File: src/rtl/dram_arbiter_pkg.sv
// -----------------------------------------------------------------------------
// dram_arbiter_pkg
// Shared definitions for the two-master data-RAM arbiter:
//   - arb_state_e     : arbitration FSM states (idle / owned by m0 / owned by m1)
//   - DATA_W          : data-path width of masters and RAM
//   - M0_IDX / M1_IDX : master index constants used for vector bit selects
//   - is_word_aligned : true when a byte address selects a whole 32-bit word
//   - own_state       : maps a master index to its ownership state
// -----------------------------------------------------------------------------
package dram_arbiter_pkg;

    localparam int DATA_W = 32;

    // Master 0 is the CPU, master 1 the debug loader.
    localparam logic M0_IDX = 1'b0;
    localparam logic M1_IDX = 1'b1;

    typedef enum logic [1:0] {
        ST_IDLE = 2'b00,
        ST_OWN0 = 2'b01,
        ST_OWN1 = 2'b10
    } arb_state_e;

    // A byte address is usable by the RAM only when it points at a word boundary.
    function automatic logic is_word_aligned(input logic [1:0] byte_lsb);
        return (byte_lsb == 2'b00);
    endfunction

    function automatic arb_state_e own_state(input logic idx);
        return (idx == M1_IDX) ? ST_OWN1 : ST_OWN0;
    endfunction

endpackage

File: src/rtl/dram_arbiter_arb_rr_lock.sv
// -----------------------------------------------------------------------------
// arb_rr_lock
// Round-robin arbiter for two masters with optional exclusive lock.
//   clk    : clock, rising edge
//   rst    : synchronous active-high reset
//   reqs   : request vector, bit i = master i
//   locks  : lock request vector, bit i = master i
//   grant  : combinational grant vector (never set without matching request,
//            forced to zero while rst is high)
//   owner  : index of the master the data path must be steered to this cycle
//
// In idle a lone requester wins; on a tie the master that was not granted
// last wins. An accepted locked access moves the FSM into ownership, where
// only the owner can be granted. Ownership ends when the owner drops its
// lock, or is forcibly revoked after MAX_LOCK cycles; a revoked master is
// blocked from re-locking until it drops its lock line once.
// -----------------------------------------------------------------------------
module arb_rr_lock
    import dram_arbiter_pkg::*;
#(
    parameter int MAX_LOCK = 16
) (
    input  logic       clk,
    input  logic       rst,
    input  logic [1:0] reqs,
    input  logic [1:0] locks,
    output logic [1:0] grant,
    output logic       owner
);

    localparam int               CNT_W    = (MAX_LOCK > 1) ? $clog2(MAX_LOCK) : 1;
    localparam logic [CNT_W-1:0] CNT_LAST = CNT_W'(MAX_LOCK - 1);

    arb_state_e       state_r;
    arb_state_e       state_nxt_s;
    logic             last_r;
    logic             last_nxt_s;
    logic [1:0]       blocked_r;
    logic [1:0]       blocked_nxt_s;
    logic [CNT_W-1:0] cnt_r;
    logic [CNT_W-1:0] cnt_nxt_s;
    logic [1:0]       grant_s;
    logic             sel_s;
    logic             own_idx_s;

    // State register: FSM state, round-robin pointer, lock blocks and hold counter.
    always_ff @(posedge clk) begin
        if (rst) begin
            state_r   <= ST_IDLE;
            last_r    <= M1_IDX;
            blocked_r <= 2'b00;
            cnt_r     <= {CNT_W{1'b0}};
        end else begin
            state_r   <= state_nxt_s;
            last_r    <= last_nxt_s;
            blocked_r <= blocked_nxt_s;
            cnt_r     <= cnt_nxt_s;
        end
    end

    // Next-state and grant decode.
    always_comb begin
        grant_s     = 2'b00;
        sel_s       = last_r;
        own_idx_s   = M0_IDX;
        state_nxt_s = state_r;
        last_nxt_s  = last_r;
        cnt_nxt_s   = cnt_r;
        // A block lasts only until the blocked master releases its lock line.
        blocked_nxt_s = blocked_r & locks;

        case (state_r)
            ST_IDLE: begin
                if (reqs == 2'b11) begin
                    sel_s   = ~last_r;
                    grant_s = (last_r == M1_IDX) ? 2'b01 : 2'b10;
                end else if (reqs[M0_IDX]) begin
                    sel_s   = M0_IDX;
                    grant_s = 2'b01;
                end else if (reqs[M1_IDX]) begin
                    sel_s   = M1_IDX;
                    grant_s = 2'b10;
                end else begin
                    sel_s   = last_r;
                    grant_s = 2'b00;
                end

                if (grant_s != 2'b00) begin
                    last_nxt_s = sel_s;
                    if (locks[sel_s] && !blocked_r[sel_s]) begin
                        state_nxt_s = own_state(sel_s);
                        cnt_nxt_s   = {CNT_W{1'b0}};
                    end else begin
                        state_nxt_s = ST_IDLE;
                    end
                end else begin
                    last_nxt_s  = last_r;
                    state_nxt_s = ST_IDLE;
                end
            end

            ST_OWN0, ST_OWN1: begin
                own_idx_s          = (state_r == ST_OWN1) ? M1_IDX : M0_IDX;
                sel_s              = own_idx_s;
                grant_s[own_idx_s] = reqs[own_idx_s];
                cnt_nxt_s          = cnt_r + CNT_W'(1);

                if (reqs[own_idx_s]) begin
                    last_nxt_s = own_idx_s;
                end else begin
                    last_nxt_s = last_r;
                end

                if (!locks[own_idx_s]) begin
                    state_nxt_s = ST_IDLE;
                end else if (cnt_r == CNT_LAST) begin
                    // Forced release: the other master gets the next tie.
                    state_nxt_s              = ST_IDLE;
                    blocked_nxt_s[own_idx_s] = 1'b1;
                    last_nxt_s               = own_idx_s;
                end else begin
                    state_nxt_s = state_r;
                end
            end

            default: begin
                grant_s     = 2'b00;
                state_nxt_s = ST_IDLE;
            end
        endcase
    end

    // No access may be accepted while the arbiter is being reset.
    assign grant = rst ? 2'b00 : grant_s;
    assign owner = sel_s;

endmodule

File: src/rtl/dram_arbiter.sv
// -----------------------------------------------------------------------------
// dram_arbiter
// Shares one single-port data RAM between the CPU (m0) and the debug loader
// (m1).
//   Parameters : MEM_AW   word-address width of the RAM
//                MAX_LOCK longest run of cycles one master may hold a lock
//   Clock/reset: clk_i, rst_i (synchronous, active high)
//   Masters    : mX_req_i/we_i/lock_i/addr_i/wdata_i in;
//                mX_gnt_o (combinational), mX_rvalid_o/rdata_o/err_o out
//   RAM side   : mem_addr_o/mem_we_o/mem_wdata_o out, mem_rdata_i in
//                (read data arrives the cycle after the address)
//
// Arbitration lives in arb_rr_lock. This level steers the accepted master's
// address/data to the RAM and routes the one-cycle-late response back. Read
// data is passed straight through from the RAM in the response cycle so that
// back-to-back reads stream one per cycle. Misaligned accesses never reach
// the RAM as writes and are answered with an error pulse (reads also get a
// zero-data rvalid).
// -----------------------------------------------------------------------------
module dram_arbiter
    import dram_arbiter_pkg::*;
#(
    parameter int MEM_AW   = 14,
    parameter int MAX_LOCK = 16
) (
    input  logic              clk_i,
    input  logic              rst_i,

    input  logic              m0_req_i,
    input  logic              m0_we_i,
    input  logic              m0_lock_i,
    input  logic [31:0]       m0_addr_i,
    input  logic [DATA_W-1:0] m0_wdata_i,
    output logic              m0_gnt_o,
    output logic              m0_rvalid_o,
    output logic [DATA_W-1:0] m0_rdata_o,
    output logic              m0_err_o,

    input  logic              m1_req_i,
    input  logic              m1_we_i,
    input  logic              m1_lock_i,
    input  logic [31:0]       m1_addr_i,
    input  logic [DATA_W-1:0] m1_wdata_i,
    output logic              m1_gnt_o,
    output logic              m1_rvalid_o,
    output logic [DATA_W-1:0] m1_rdata_o,
    output logic              m1_err_o,

    output logic [MEM_AW-1:0] mem_addr_o,
    output logic              mem_we_o,
    output logic [DATA_W-1:0] mem_wdata_o,
    input  logic [DATA_W-1:0] mem_rdata_i
);

    logic [1:0]        gnt_s;
    logic              sel_s;
    logic              accept_s;
    logic              sel_we_s;
    logic [31:0]       sel_addr_s;
    logic [DATA_W-1:0] sel_wdata_s;
    logic              aligned_s;

    logic [MEM_AW-1:0] addr_hold_r;
    logic [DATA_W-1:0] wdata_hold_r;
    logic [1:0]        rvalid_r;
    logic [1:0]        err_r;
    logic [1:0]        rvalid_s;
    logic [1:0]        err_s;

    // Byte-address bits above the RAM window are intentionally ignored.
    logic              unused_addr_s;

    arb_rr_lock #(
        .MAX_LOCK (MAX_LOCK)
    ) u_arb (
        .clk   (clk_i),
        .rst   (rst_i),
        .reqs  ({m1_req_i, m0_req_i}),
        .locks ({m1_lock_i, m0_lock_i}),
        .grant (gnt_s),
        .owner (sel_s)
    );

    assign m0_gnt_o = gnt_s[M0_IDX];
    assign m1_gnt_o = gnt_s[M1_IDX];
    assign accept_s = |gnt_s;

    // Request mux: steer the selected master onto the shared path.
    always_comb begin
        if (sel_s == M1_IDX) begin
            sel_we_s    = m1_we_i;
            sel_addr_s  = m1_addr_i;
            sel_wdata_s = m1_wdata_i;
        end else begin
            sel_we_s    = m0_we_i;
            sel_addr_s  = m0_addr_i;
            sel_wdata_s = m0_wdata_i;
        end
    end

    assign aligned_s     = is_word_aligned(sel_addr_s[1:0]);
    assign unused_addr_s = ^{sel_addr_s[31:MEM_AW+2]};

    // RAM strobes appear in the accept cycle; address/data hold when idle.
    assign mem_we_o    = accept_s & sel_we_s & aligned_s;
    assign mem_addr_o  = accept_s ? sel_addr_s[MEM_AW+1:2] : addr_hold_r;
    assign mem_wdata_o = accept_s ? sel_wdata_s : wdata_hold_r;

    // Response pipeline and held RAM address/data.
    always_ff @(posedge clk_i) begin
        if (rst_i) begin
            addr_hold_r  <= {MEM_AW{1'b0}};
            wdata_hold_r <= {DATA_W{1'b0}};
            rvalid_r     <= 2'b00;
            err_r        <= 2'b00;
        end else begin
            if (accept_s) begin
                addr_hold_r  <= sel_addr_s[MEM_AW+1:2];
                wdata_hold_r <= sel_wdata_s;
            end else begin
                addr_hold_r  <= addr_hold_r;
                wdata_hold_r <= wdata_hold_r;
            end
            rvalid_r <= {accept_s & (sel_s == M1_IDX) & ~sel_we_s,
                         accept_s & (sel_s == M0_IDX) & ~sel_we_s};
            err_r    <= {accept_s & (sel_s == M1_IDX) & ~aligned_s,
                         accept_s & (sel_s == M0_IDX) & ~aligned_s};
        end
    end

    // A response whose cycle coincides with reset is dropped.
    assign rvalid_s = rvalid_r & {2{~rst_i}};
    assign err_s    = err_r & {2{~rst_i}};

    assign m0_rvalid_o = rvalid_s[M0_IDX];
    assign m1_rvalid_o = rvalid_s[M1_IDX];
    assign m0_err_o    = err_s[M0_IDX];
    assign m1_err_o    = err_s[M1_IDX];

    // Misaligned reads return zero instead of whatever the RAM drives.
    assign m0_rdata_o = (rvalid_s[M0_IDX] && !err_r[M0_IDX]) ? mem_rdata_i : {DATA_W{1'b0}};
    assign m1_rdata_o = (rvalid_s[M1_IDX] && !err_r[M1_IDX]) ? mem_rdata_i : {DATA_W{1'b0}};

endmodule

File: config.mk
export PLATFORM = sky130hd
export DESIGN_NAME = dram_arbiter
export DESIGN_NICKNAME = d
export VERILOG_FILES = /design/src/rtl/dram_arbiter_pkg.sv /design/src/rtl/dram_arbiter_arb_rr_lock.sv /design/src/rtl/dram_arbiter.sv
export SDC_FILE = /design/constraint.sdc
export NUM_CORES = 1
export LEC_CHECK = 0
export ABC_AREA = 1
export BUFFER_PORTS_ARGS = -buffer_cell sky130_fd_sc_hd__clkbuf_2
export CELL_PAD_IN_SITES_DETAIL_PLACEMENT = 0
export CELL_PAD_IN_SITES_GLOBAL_PLACEMENT = 1
export CORE_ASPECT_RATIO = 0.6
export CORE_MARGIN = 2
export CORE_UTILIZATION = 26
export CTS_CLUSTER_SIZE = 20
export DETAILED_ROUTE_END_ITERATION = 6
export GPL_TIMING_DRIVEN = 0
export PLACE_DENSITY = 0.79
export SLEW_MARGIN = 20
export SYNTH_ARGS = -nofsm -noshare
export SYNTH_HDL_FRONTEND = slang
export SYNTH_SLANG_ARGS = --single-unit
File: constraint.sdc
create_clock -name clk_i -period 2.2 [get_ports clk_i]
set_input_delay 0.44 -clock clk_i [delete_from_list [all_inputs] [get_ports clk_i]]
set_output_delay 0.44 -clock clk_i [all_outputs]
set_load 0.02 [all_outputs]
Yosys cells after proc, flatten, opt, wreduce, memory -nomap -nowiden
Index checks and enable logic that the tools add are counted.
{"block": "totals", "ff_bits": 59, "out_inout_bits": 117, "input_bits": 168, "elab_cells": 99}
{"block": "op_classes", "muxes": 47, "n_addsub": 1, "n_lt_le_gt_ge": 3, "eq_ne": 7, "n_bitwise": 18, "reduce_logical": 15}
{"cell": "$mux 32", "n": 4}
{"cell": "$mux 2", "n": 14}
{"cell": "$mux 1", "n": 19}
{"cell": "$mux 16", "n": 1}
{"cell": "$mux 14", "n": 1}
{"cell": "$and 1x1->1", "n": 8}
{"cell": "$and 2x2->2", "n": 4}
{"cell": "$mux 4", "n": 2}
{"cell": "$pmux 2 s2", "n": 2}
{"cell": "$pmux 4 s2", "n": 1}
{"cell": "$not 1->1", "n": 5}
{"cell": "$add 4x1->4 const B", "n": 1}
{"cell": "$eq 2x2->1 const B", "n": 2}
{"cell": "$eq 4x4->1 const B", "n": 1}
{"cell": "$logic_and 1x1->1", "n": 4}
{"cell": "$logic_not 2->1", "n": 2}
{"cell": "$lt 1x2->1 const B", "n": 2}
{"cell": "$ne 2x1->1 const B", "n": 2}
{"cell": "$pmux 1 s2", "n": 2}
{"cell": "$reduce_bool 2->1", "n": 2}
{"cell": "$reduce_or 2->1", "n": 2}
{"cell": "$logic_not 1->1", "n": 3}
{"cell": "$ne 3x3->1 const B", "n": 1}
{"cell": "$reduce_and 3->1", "n": 1}
{"cell": "5 further kinds", "n": 5}

Depth between registers and ports, before layout
Gate-level depths: netlist (run 1).
{"block": "logic_depth", "depth_word": 12, "depth_mapped": 12}

Hierarchy
From an unflattened synthesis (run 1), not the netlist that was laid out.
{"block": "unflattened", "cells_unflattened": 684, "area_unflattened_um2": 3867.5}
{"module": "dram_arbiter", "cells_each": 578, "area_per_inst_um2": 3175.5, "seq_area_each_um2": 1001.0, "n_inst": 1}
{"module": "arb_rr_lock", "cells_each": 106, "area_per_inst_um2": 691.9, "seq_area_each_um2": 180.2, "n_inst": 1}

Least setup slack after synthesis (run 1)
No wires, ideal clock.
{"block": "synth_path", "path_kind": "register -> output", "from": "register u_arb.state_r[1]", "to": "output mem_we_o", "path_stages_with_launch": 12, "setup_slack_ns": 0.108, "required_ns": 1.760, "arrival_time_ns": 1.652, "path_cell_list": "dfxtp_1 inv_2 ha_1 nand2_1 inv_1 nand3_1 nand2_1 nand2_2 nand2_2 buf_2 nand2_1 nor2_1"}
{"block": "synth_via", "elab_chain_len": 12}
{"item": "from (decl)", "line_no": "dram_arbiter_arb_rr_lock.sv:34", "source": "arb_state_e state_r;"}
{"item": "from (signal assigned)", "line_no": "dram_arbiter_arb_rr_lock.sv:54", "source": "state_r <= state_nxt_s;"}
{"item": "$eq 2x2->1", "line_no": "dram_arbiter_arb_rr_lock.sv:72, dram_arbiter_arb_rr_lock.sv:103"}
{"item": "$mux 1", "line_no": "dram_arbiter_arb_rr_lock.sv:103", "source": "own_idx_s = (state_r == ST_OWN1) ? M1_IDX : M0_IDX;"}
{"item": "$lt 1x2->1 (implied by the code) / $ge 1x1->1 (equally long branches)", "line_no": "dram_arbiter_arb_rr_lock.sv:105", "source": "grant_s[own_idx_s] = reqs[own_idx_s];"}
{"item": "$logic_and 1x1->1 (implied by the code)", "line_no": "dram_arbiter_arb_rr_lock.sv:105"}
{"item": "$mux 1 (implied by the code)", "line_no": "dram_arbiter_arb_rr_lock.sv:105"}
{"item": "$demux 1 s1"}
{"item": "$and 2x2->2 (no source line)"}
{"item": "$pmux 2 s2", "line_no": "dram_arbiter_arb_rr_lock.sv:72", "source": "case (state_r)"}
{"item": "$mux 2", "line_no": "dram_arbiter_arb_rr_lock.sv:134", "source": "assign grant = rst ? 2'b00 : grant_s;"}
{"item": "$reduce_or 2->1", "line_no": "dram_arbiter.sv:86", "source": "assign accept_s = |gnt_s;"}
{"item": "$and 1x1->1", "line_no": "dram_arbiter.sv:105", "source": "assign mem_we_o = accept_s & sel_we_s & aligned_s;"}
{"item": "$and 1x1->1 *", "line_no": "dram_arbiter.sv:105"}
{"item": "to (decl)", "line_no": "dram_arbiter.sv:50", "source": "output logic mem_we_o,"}
Mark *: on every way between the ends. The rest lies on a longest branch, timed or not. The select of a mux whose other input is x is not followed.

Worst setup path after layout (run 1)
{"block": "layout_path", "from": "register u_arb.state_r[1]", "to": "output mem_wdata_o[1]"}
{"block": "layout_via", "elab_chain_len": 11}
{"item": "$eq 2x2->1", "line_no": "dram_arbiter_arb_rr_lock.sv:72, dram_arbiter_arb_rr_lock.sv:103"}
{"item": "$mux 1", "line_no": "dram_arbiter_arb_rr_lock.sv:103"}
{"item": "$lt 1x2->1 (implied by the code) / $ge 1x1->1 (equally long branches)", "line_no": "dram_arbiter_arb_rr_lock.sv:105"}
{"item": "$logic_and 1x1->1 (implied by the code)", "line_no": "dram_arbiter_arb_rr_lock.sv:105"}
{"item": "$mux 1 (implied by the code)", "line_no": "dram_arbiter_arb_rr_lock.sv:105"}
{"item": "$demux 1 s1"}
{"item": "$and 2x2->2 (no source line)"}
{"item": "$pmux 2 s2", "line_no": "dram_arbiter_arb_rr_lock.sv:72"}
{"item": "$mux 2", "line_no": "dram_arbiter_arb_rr_lock.sv:134"}
{"item": "$reduce_or 2->1", "line_no": "dram_arbiter.sv:86"}
{"item": "$mux 32 *"}
{"item": "to (decl)", "line_no": "dram_arbiter.sv:51", "source": "output logic [DATA_W-1:0] mem_wdata_o,"}
Marked as above.

==> flow_summary.json, run 1 <==
{
  "status": "finished, violations left",
  "failed_checks": "setup timing",
  "cp-start-kind": "flop",
  "start_util_pct": 26.72,
  "wl_per_cell_um": 14.35,
  "highest_layer": "met4",
  "vias": 5081,
  "grt_pass1_vias": 4698,
  "synth_nets": 829,
  "finalSetupTns_ns": -10.20,
  "slew_violations": 0,
  "die-area_um2": 15980,
  "p_total_mw": 7.092,
  "diodes": 0,
  "relSlewSlack_pct": 52.29,
  "finClkSkew_ns": 0.006410,
  "yosys_warnings": 0,
  "cp-end-kind": "output port",
  "fin_cells": 1147,
  "core-area_um2": 14550,
  "final_nets": 1118,
  "hpwl_um": 12400,
  "rsz0062_at_grt": "true",
  "min_period_ns": 2.476,
  "synth_cell_types": 21,
  "drtIter0Drc": 169,
  "cts.clk_slew.worst_paths_ns": 0.05,
  "wl_met3_um": 1366,
  "leakagePower_nw": 3.839,
  "cts.path.max_buffers": 2,
  "crit_required_ns": 1.76,
  "postCtsHoldBufs": 0,
  "dp.cells": 1106,
  "ant_nets": 0,
  "holdWs_ns": 0.3533,
  "grt_max_degree": 11,
  "place_congestion": 0.8680,
  "rows": 34,
  "route.detailed.drc": 0,
  "arrival_ns": 2.04,
  "io_buffers": 252,
  "grt_overflow": 0,
  "cts.sinks": 59,
  "yosysSeqAreaShare_pct": 30.38,
  "slowest_delay_ns": 0.39,
  "final_cell_area_um2": 6853,
  "antenna_found_initial": 0,
  "track_usage_pct": 19.69,
  "netlist_area_um2": 3887,
  "worst_pin_slew_ns": 0.7157,
  "critPathMaxFanout": 6,
  "cts_buffers": 9,
  "drive_gt1_share_pct": 44.89,
  "worst_slack_ns": -0.2761,
  "wl_met1_um": 7289,
  "pin_count": 285,
  "hp-class": "in2reg",
  "placed_cell_area_um2": 5396,
  "cap_violations": 0,
  "detail_route.vias_per_cell": 4.430,
  "die_x_um": 161.9,
  "nFillCells": 1518,
  "cts_tree": "yes",
  "path_class": "reg2out",
  "cts_root_buf": "clkbuf_16",
  "worst_path_max_delay_cell": "dfxtp_4",
  "die_y_um": 98.72,
  "timing.critical_path.cells": "inv_4 -> ha_4 -> nand2_2 -> inv_2 -> nand3_2 -> nand2_2 -> nand2_4 -> nand2_8 -> buf_12 -> buf_8 -> buf_6 -> nand2_4 -> nand2_4 -> buf_8",
  "synth-seq-cells": 59,
  "areaGrowthSynthToFinish_pct": 76.28,
  "clk-insertion-delay-late_ns": 0.33,
  "syn_inst": 656,
  "grt_pass1_wl_um": 24560,
  "cp_common_cell": "nand2_4",
  "drt-pass1-iter-count": 4,
  "h-tree-depth": 3,
  "synth.avg_cell_area_um2": 5.926,
  "ir_drop_v": 0.0004231,
  "fin_crit_sh_pct": 112.5,
  "max_freq_mhz": 403.9,
  "wl_met2_um": 7568,
  "power.density_nw_per_um2": 1035,
  "finalHoldViolCount": 0,
  "wirelength_um": 16470,
  "setup_viol": 48
}
[final timing paths]
| kind | start | to | slack (ns) | cells past startpoint |
|---|---|---|---|---|
| max | u_arb.state_r[1] | mem_wdata_o[1] | -0.28 | 14 |
| min | m0_lock_i | u_arb.blocked_r[0] | 0.35 | 3 |
| max reg2reg | u_arb.state_r[1] | wdata_hold_r[1] | 0.34 | 14 |
| min reg2reg | u_arb.blocked_r[0] | u_arb.blocked_r[0] | 0.47 | 2 |
[layer usage]
layer | GRT usage (%) | vias to the layer above
li1 | - | 2644
met1 | 25.58 | 2246
met2 | 31.95 | 175
met3 | 6.608 | 16
met4 | 4.221 | 0
met5 | 0 | -
[synthesized netlist by cell type]
cell type	number	share of area (%)
dfxtp_1	59	30
buf_12	1	0.51
nand3_2	1	0.26
buf_6	5	1.4
nand3_1	107	14
nand2_1	216	21
buf_4	15	2.9
nor2_1	87	8.4
nand4_1	3	0.48
nor2_2	2	0.32
clkbuf_1	11	1.1
nand2_2	13	2.1
buf_1	1	0.096
a21oi_1	46	5.9
ha_1	5	1.6
buf_2	9	1.2
inv_2	5	0.48
or2_2	1	0.16
a21oi_2	10	2.3
inv_1	55	5.3
o21ai_0	4	0.51
[registers in the layout (all words and copies together), names as in the netlist]
| register | count |
|---|---|
| u_arb.cnt_r | 4 |
| rvalid_r | 2 |
| wdata_hold_r | 32 |
| u_arb.blocked_r | 2 |
| err_r | 2 |
| u_arb.last_r | 1 |
| addr_hold_r | 14 |
| u_arb.state_r | 2 |
[logic make-up (layout without fill, tap and decap cells)]
| kind of cell | count (synthesis) | after routing | share of synthesized area (%) |
|---|---|---|---|
| AND/OR/NAND/NOR | 430 | 430 | 46.35 |
| buffers and inverters | 102 | 395 | 12.97 |
| AO/OA/AOI/OAI | 60 | 60 | 8.690 |
| flip-flops | 59 | 59 | 30.38 |
| adder cells (fa/ha/maj) | 5 | 5 | 1.609 |
[power by group]
part / switching [mW] / internal (mW) / leakage, nW
Combinational: 2.46 / 1.89 / 3.21
Sequential: 0.0828 / 1.27 / 0.484
Clock: 0.485 / 0.900 / 0.142
[critical path: cells and delay by family (launching register included)]
kind	cells	cell delay (ns)
DFF	1	0.39
and+or+nand+nor	7	0.48
buffers and inverters	6	0.56
adders and majority gates	1	0.28
[repair_timing]
action,CTS,global route
gates resized for setup,127,154
setup endpoints to repair,50,63
setup buffers,19,6
hold endpoints to repair,0,0
cloned,2,1
pin swaps,5,10
[metrics by stage]
stage	setup slack, ns	utilization (%)
floorplan	0.1079	-
global placement	-0.2779	37.09
detailed placement	-0.2276	37.09
CTS	-0.3418	43.72
global route	-0.3578	47.10
finish	-0.2761	47.10
[area by class of cell]
cell class / count / area [um2] / share of cell area [%]
repair buffers: 279 / 1877 / 27.39
clock inverters: 4 / 51.30 / 0.7486
flip-flops and latches: 59 / 1189 / 17.35
inverters: 60 / 232.7 / 3.396
multi-input cells: 495 / 2592 / 37.83
clock buffers: 11 / 242.7 / 3.542
plain buffers: 41 / 420.4 / 6.135
well taps: 198 / 247.7 / 3.615
[cell usage in the layout, fill, tap and decap left out, drive strengths merged]
master,n
clkinvlp,1
o21ai,4
bufinv,1
nand3,108
nor2,89
buf,86
dfxtp,59
a21oi,56
nand2,229
inv,60
nand4,3
clkbuf,245
clkinv,2
ha,5
or2,1
(Power assumes the default switching activity.)
==> run 2: changes to the inputs <==
--- a/config.mk
+++ b/config.mk
@@ -7,16 +7,14 @@
 export LEC_CHECK = 0
 export ABC_AREA = 1
 export BUFFER_PORTS_ARGS = -buffer_cell sky130_fd_sc_hd__clkbuf_2
-export CELL_PAD_IN_SITES_DETAIL_PLACEMENT = 0
-export CELL_PAD_IN_SITES_GLOBAL_PLACEMENT = 1
-export CORE_ASPECT_RATIO = 0.6
-export CORE_MARGIN = 2
-export CORE_UTILIZATION = 26
+export CORE_AREA = 2 2 110 112
 export CTS_CLUSTER_SIZE = 20
 export DETAILED_ROUTE_END_ITERATION = 6
+export DIE_AREA = 0 0 112 114
 export GPL_TIMING_DRIVEN = 0
-export PLACE_DENSITY = 0.79
+export PLACE_DENSITY = 0.65
 export SLEW_MARGIN = 20
 export SYNTH_ARGS = -nofsm -noshare
 export SYNTH_HDL_FRONTEND = slang
+export SYNTH_HIERARCHICAL = 1
 export SYNTH_SLANG_ARGS = --single-unit
==> run 2 against run 1 <==
Against the previous run: the run still ends with setup timing left; combinational power rose by 26%; setup slack got worse by 0.20 ns; power rose by 15%; register-to-register slack got worse by 0.71 ns; sequential share of layout area rose by 0.26 points; via count rose by 0.18%; hold slack improved by 0.015 ns; critical endpoint is now mem_wdata_o[3].
==> flow_summary.json, run 2 <==
{
  "critPathMaxFanout": 9,
  "finalHoldViolCount": 0,
  "yosys_warnings": 6,
  "worst_path_max_delay_cell": "dfxtp_4",
  "hold_depth": 3,
  "fin_crit_sh_pct": 121.5,
  "fin_cells": 1144,
  "drtIter0Drc": 155,
  "ys.flop_type": "dfxtp_1",
  "synth_nets": 857,
  "cts_buffers": 9,
  "utilization_pct": 57.70,
  "netlist_area_um2": 3867,
  "grt_pass1_wl_um": 21780,
  "route.detailed.drc": 0,
  "synth_async_sr_flop_share_pct": 0,
  "drt-pass1-iter-count": 4,
  "holdWs_ns": 0.3685,
  "wl_per_cell_um": 12.99,
  "areaGrowthSynthToFinish_pct": 74.73,
  "die_x_um": 112,
  "io_buffers": 251,
  "ff2ff_setup_slack_ns": -0.37,
  "slowest_delay_ns": 0.37,
  "ir_drop_v": 0.0006612,
  "grt_max_degree": 11,
  "die_y_um": 114,
  "min_period_ns": 2.673,
  "grt_pass1_vias": 4478,
  "regMostFlops": "wdata_hold_r",
  "start_util_pct": 33.02,
  "hp-class": "in2reg",
  "final_nets": 1166,
  "yosysSeqAreaShare_pct": 30.54,
  "power.density_nw_per_um2": 1211,
  "track_usage_pct": 21.72,
  "synth-seq-cells": 59,
  "synth_area_leaders": "dfxtp_1 (31%), nand2_1 (20%), inv_1 (14%)",
  "detail_route.vias_per_cell": 4.449,
  "ant_nets": 0,
  "nFillCells": 1162,
  "synth.avg_cell_area_um2": 5.654,
  "wirelength_um": 14860,
  "status": "finished, violations left",
  "cp-end-kind": "output port",
  "worst_slack_ns": -0.4729,
  "drive_gt1_share_pct": 49.25,
  "critical_path_buf_inv_count": 6,
  "failed_checks": "setup timing",
  "diodes": 0,
  "crit_required_ns": 1.76,
  "pin_count": 285,
  "path_class": "reg2out",
  "synth_cell_types": 28,
  "cts.clk_slew.worst_paths_ns": 0.05,
  "synthTopCellsByCount": "nand2_1 (211), inv_1 (140), nor2_1 (125), dfxtp_1 (59), nand3_1 (54)",
  "finClkSkew_ns": 0.005525,
  "rows": 40,
  "relSlewSlack_pct": 68.75,
  "arrival_ns": 2.23,
  "max_freq_mhz": 374.1,
  "clk-insertion-delay-late_ns": 0.32,
  "top_regs": "wdata_hold_r: 32 flops, addr_hold_r: 14 flops, u_arb/cnt_r: 4 flops",
  "rr_worst_depth": 19,
  "dp.cells": 1082,
  "vias": 5090,
  "yosys.area.top_type": "dfxtp_1",
  "rsz0062_at_grt": "true",
  "synth_most_common_cell": "nand2_1",
  "worst_pin_slew_ns": 0.4687,
  "cts.sinks": 59,
  "cap_violations": 0,
  "cts.path.max_buffers": 2,
  "grt_overflow": 0,
  "final_cell_mix": "clkbuf_2 (208), nand2_1 (171), nor2_1 (124)",
  "hpwl_um": 10770,
  "worstSetupPathDepth": 15,
  "core-area_um2": 11710,
  "cp_top_family": "buffers and inverters",
  "syn_inst": 684,
  "leakagePower_nw": 3.925,
  "cts_tree": "yes",
  "slew_violations": 0,
  "die-area_um2": 12770,
  "place_congestion": 0.9197,
  "h-tree-depth": 3,
  "final_common_cell": "clkbuf_2",
  "timing.critical_path.cells": "inv_6 -> ha_4 -> nand2_2 -> o21ai_2 -> nor2_1 -> nand2_1 -> a21oi_4 -> inv_2 -> nand2_8 -> buf_8 -> buf_12 -> nand3_1 -> nand2_1 -> inv_2 -> clkbuf_2",
  "synth-edff-count": 0,
  "setup_viol": 50,
  "cts_root_buf": "clkbuf_16",
  "antenna_found_initial": 0,
  "largest_reg_flops": 32,
  "synth_top_area_share_pct": 30.54,
  "cp-start-kind": "flop"
}
run 2: layer usage:
layer	track usage (%)	share of wire, %
met5	0	0
met4	6.423	1.7
met3	4.463	6.4
met2	41.98	54
met1	23.91	38
run 2: worst paths after layout:
| kind | start | to |
|---|---|---|
| worst min register to register | u_arb/blocked_r[1] | u_arb/blocked_r[1] |
| worst min-delay path | m0_lock_i | u_arb/blocked_r[0] |
| worst max register to register | u_arb/state_r[1] | wdata_hold_r[31] |
| worst max-delay path | u_arb/state_r[0] | mem_wdata_o[3] |
run 2: power breakdown:
group | switching [mW] | internal, mW
Clock | 0.480 | 0.780
Sequential | 0.0915 | 1.34
Combinational | 3.07 | 2.42
run 2: repair_timing:
item | in CTS | in global routing
gates cloned | 4 | 1
endpoints found under the setup margin | 47 | 50
hold buffers | 0 | 0
buffers inserted | 33 | 11
endpoints found under the hold margin | 0 | 0
pin swaps | 15 | 24
resized for setup | 107 | 131
run 2: through the flow:
| stage | TNS (ns) | power (mW) | instance area, um2 | setup WS, ns |
|---|---|---|---|---|
| global placement | -17.30 | 5.153 | 5358 | -0.4545 |
| CTS | -18.55 | 7.466 | 6306 | -0.4253 |
| finish | -17.95 | 8.186 | 6758 | -0.4729 |
| floorplan | 0 | 4.044 | 3918 | 0.006938 |
| detailed placement | -17.35 | 5.166 | 5358 | -0.4619 |
| global route | -23.65 | 8.725 | 6758 | -0.5721 |
run 2: worst min-delay path, stage by stage:
cell      delay (ns)
clkbuf_2        0.09
nand2_1         0.05
a21oi_1         0.05
run 2: area by class of cell:
| class | instances | area [um2] | area share, % |
|---|---|---|---|
| repair buffers | 299 | 1927 | 28.51 |
| well taps | 147 | 183.9 | 2.722 |
| inverters | 147 | 571.8 | 8.461 |
| plain buffers | 31 | 294.0 | 4.351 |
| clock buffers | 12 | 246.5 | 3.647 |
| clock inverters | 3 | 15.01 | 0.2222 |
| flip-flops and latches | 59 | 1190 | 17.61 |
| multi-input cells | 446 | 2330 | 34.48 |
run 2: cell families (layout without fill, tap and decap cells):
family	Yosys count	after routing	synth area share (%)
simple gates	420	420	45.42
buf+inv	179	492	19.35
flops	59	59	30.54
compound gates	21	21	3.074
fa+ha+maj	5	5	1.618
==> run 3: changes to the inputs <==
--- a/config.mk
+++ b/config.mk
@@ -12,9 +12,8 @@
 export DETAILED_ROUTE_END_ITERATION = 6
 export DIE_AREA = 0 0 112 114
 export GPL_TIMING_DRIVEN = 0
-export PLACE_DENSITY = 0.65
+export PLACE_DENSITY = 0.66
 export SLEW_MARGIN = 20
 export SYNTH_ARGS = -nofsm -noshare
 export SYNTH_HDL_FRONTEND = slang
-export SYNTH_HIERARCHICAL = 1
 export SYNTH_SLANG_ARGS = --single-unit
==> run 3 against run 2 <==
Against the previous run: highest routed layer unchanged; core utilization is 0.27 points lower; final cell count is 4.3% lower; setup slack better by 0.20 ns; sequential cell count stayed put; critical path depth is 2 lower; combinational power is 26% lower; maximum frequency is 8.3% higher; power is 15% lower; sequential power is 5% lower; largest power group unchanged; the flow still finishes with violations (setup timing); critical path type unchanged; first-iteration DRC count is 70% higher; non-clock buffer count is 12 lower; register-to-register slack better by 0.65 ns.
==> flow_summary.json, run 3 (same netlist as run 1, synthesis figures left out) <==
{
  "leakagePower_nw": 3.774,
  "critical_path_buf_inv_count": 5,
  "worst_pin_slew_ns": 0.7084,
  "cts_buffers": 9,
  "grt_pass1_vias": 4730,
  "postCtsHoldBufs": 0,
  "failed_checks": "setup timing",
  "core-area_um2": 11710,
  "finalHoldViolCount": 0,
  "ant_nets": 0,
  "largest_reg_flops": 32,
  "hpwl_um": 11270,
  "die_x_um": 112,
  "worst_slack_ns": -0.2684,
  "drive_gt1_share_pct": 45.62,
  "p_total_mw": 6.960,
  "final_nets": 1116,
  "critPathMaxFanout": 6,
  "h-tree-depth": 3,
  "r2r-start": "u_arb.state_r[1]",
  "crit_required_ns": 1.76,
  "relSlewSlack_pct": 52.77,
  "max_freq_mhz": 405.1,
  "rows": 40,
  "wl_met3_um": 1242,
  "setup_viol": 49,
  "die-area_um2": 12770,
  "io_buffers": 252,
  "slowest_delay_ns": 0.39,
  "fin_crit_sh_pct": 112.2,
  "cp_top_family": "simple AND/OR/NAND/NOR gates",
  "top_regs": "wdata_hold_r: 32 flops, addr_hold_r: 14 flops, u_arb.cnt_r: 4 flops",
  "worst_path_max_delay_cell": "dfxtp_4",
  "multiInputGateArea_um2": 2626,
  "wl_met1_um": 5749,
  "cts.clk_slew.worst_paths_ns": 0.05,
  "nFillCells": 1131,
  "slew_violations": 0,
  "drt-pass1-iter-count": 5,
  "cap_violations": 0,
  "setup.worst_path.start": "u_arb.state_r[1]",
  "rsz0062_at_grt": "true",
  "cts_tree": "yes",
  "cts.sinks": 59,
  "cp-start-kind": "flop",
  "arrival_ns": 2.03,
  "pin_count": 285,
  "detail_route.vias_per_cell": 4.698,
  "drtIter0Drc": 263,
  "final_cell_mix": "clkbuf_2 (214), nand2_1 (176), nor2_1 (85)",
  "cp_common_cell": "nand2_2",
  "wl_per_cell_um": 14.07,
  "cts.path.max_buffers": 2,
  "die_y_um": 114,
  "clk-insertion-delay-late_ns": 0.32,
  "start_util_pct": 33.19,
  "antenna_found_initial": 1,
  "regMostFlops": "wdata_hold_r",
  "r2r-end": "addr_hold_r[9]",
  "ff2ff_setup_slack_ns": 0.28,
  "cp-end-kind": "output port",
  "vias": 5144,
  "route.detailed.drc": 0,
  "worstSetupPathDepth": 13,
  "highest_layer": "met4",
  "cts_root_buf": "clkbuf_16",
  "min_period_ns": 2.468,
  "seqCellArea_um2": 1189,
  "rr_worst_depth": 14,
  "path_class": "reg2out",
  "place_congestion": 0.8869,
  "finClkSkew_ns": 0.004122,
  "wirelength_um": 15410,
  "crit_path_end": "mem_addr_o[3]",
  "status": "finished, violations left",
  "timing.critical_path.cells": "inv_4 -> ha_4 -> nand2_2 -> inv_2 -> nand3_2 -> nand2_2 -> nand2_4 -> nand2_8 -> buf_8 -> clkbuf_16 -> nand2_4 -> nand2_2 -> buf_8",
  "track_usage_pct": 22.42,
  "power.density_nw_per_um2": 1035,
  "final_common_cell": "clkbuf_2",
  "ir_drop_v": 0.0005053,
  "hp-class": "in2reg",
  "utilization_pct": 57.44,
  "areaGrowthSynthToFinish_pct": 73.03,
  "wl_met2_um": 8240,
  "grt_pass1_wl_um": 22950,
  "grt_overflow": 0,
  "grt_max_degree": 11
}
## run 3: layout make-up
class                      count  area share [%]
sequential                    59           17.67
buffer                        42           5.766
tap                          147           2.734
clock inverter                 4           1.097
timing repair buffer         276           26.51
clock buffer                  11           3.757
antenna                        1         0.03720
multi-input combinational    495           39.04
inverter                      60           3.385
## run 3: through the flow
step | instance area (um2) | hold WS, ns | instances | setup TNS, ns | setup WS (ns)
after detailed placement | 5333 | 0.4602 | 1055 | -4.806 | -0.1722
after global placement | 5333 | 0.4534 | 1055 | -4.339 | -0.1604
final | 6726 | 0.3640 | 1095 | -10.63 | -0.2684
after floorplan | 3887 | 0.4436 | 656 | 0 | 0.1079
after global routing | 6726 | 0.3697 | 1095 | -16.03 | -0.3764
after CTS | 6232 | 0.3588 | 1086 | -11.07 | -0.2819
## run 3: power by group
group	internal, mW	switching, mW
Clock	1.05	0.482
Sequential	1.27	0.0925
Combinational	1.72	2.35
## run 3: how the worst min path moves through the flow
stage | from | to | slack (ns) | depth (start not counted)
global route | m0_lock_i | u_arb.blocked_r[0] | 0.37 | 3
CTS | m0_lock_i | u_arb.blocked_r[0] | 0.36 | 3
finish | m0_lock_i | u_arb.blocked_r[0] | 0.36 | 3
detailed placement | u_arb.blocked_r[1] | u_arb.blocked_r[1] | 0.46 | 2
global placement | u_arb.blocked_r[0] | u_arb.blocked_r[0] | 0.45 | 2
floorplan | u_arb.blocked_r[0] | u_arb.blocked_r[0] | 0.44 | 2
## run 3: worst min-delay path, cell delays in order
cell and delay (ns):
clkbuf_2 0.09, nand2_1 0.05, a21oi_1 0.05
## run 3: timing repair
| action | in CTS | in global routing |
|---|---|---|
| gates resized for setup | 119 | 122 |
| setup endpoints to repair | 49 | 49 |
| buffers inserted | 15 | 8 |
| pin swaps | 4 | 10 |
| gates cloned | 1 | 1 |
## run 3: routing by layer
layer | track usage, % | up-vias
met3 | 5.632 | 8
met1 | 24.89 | 2310
li1 | - | 2636
met2 | 42.95 | 190
met5 | 0 | -
met4 | 5.285 | 0
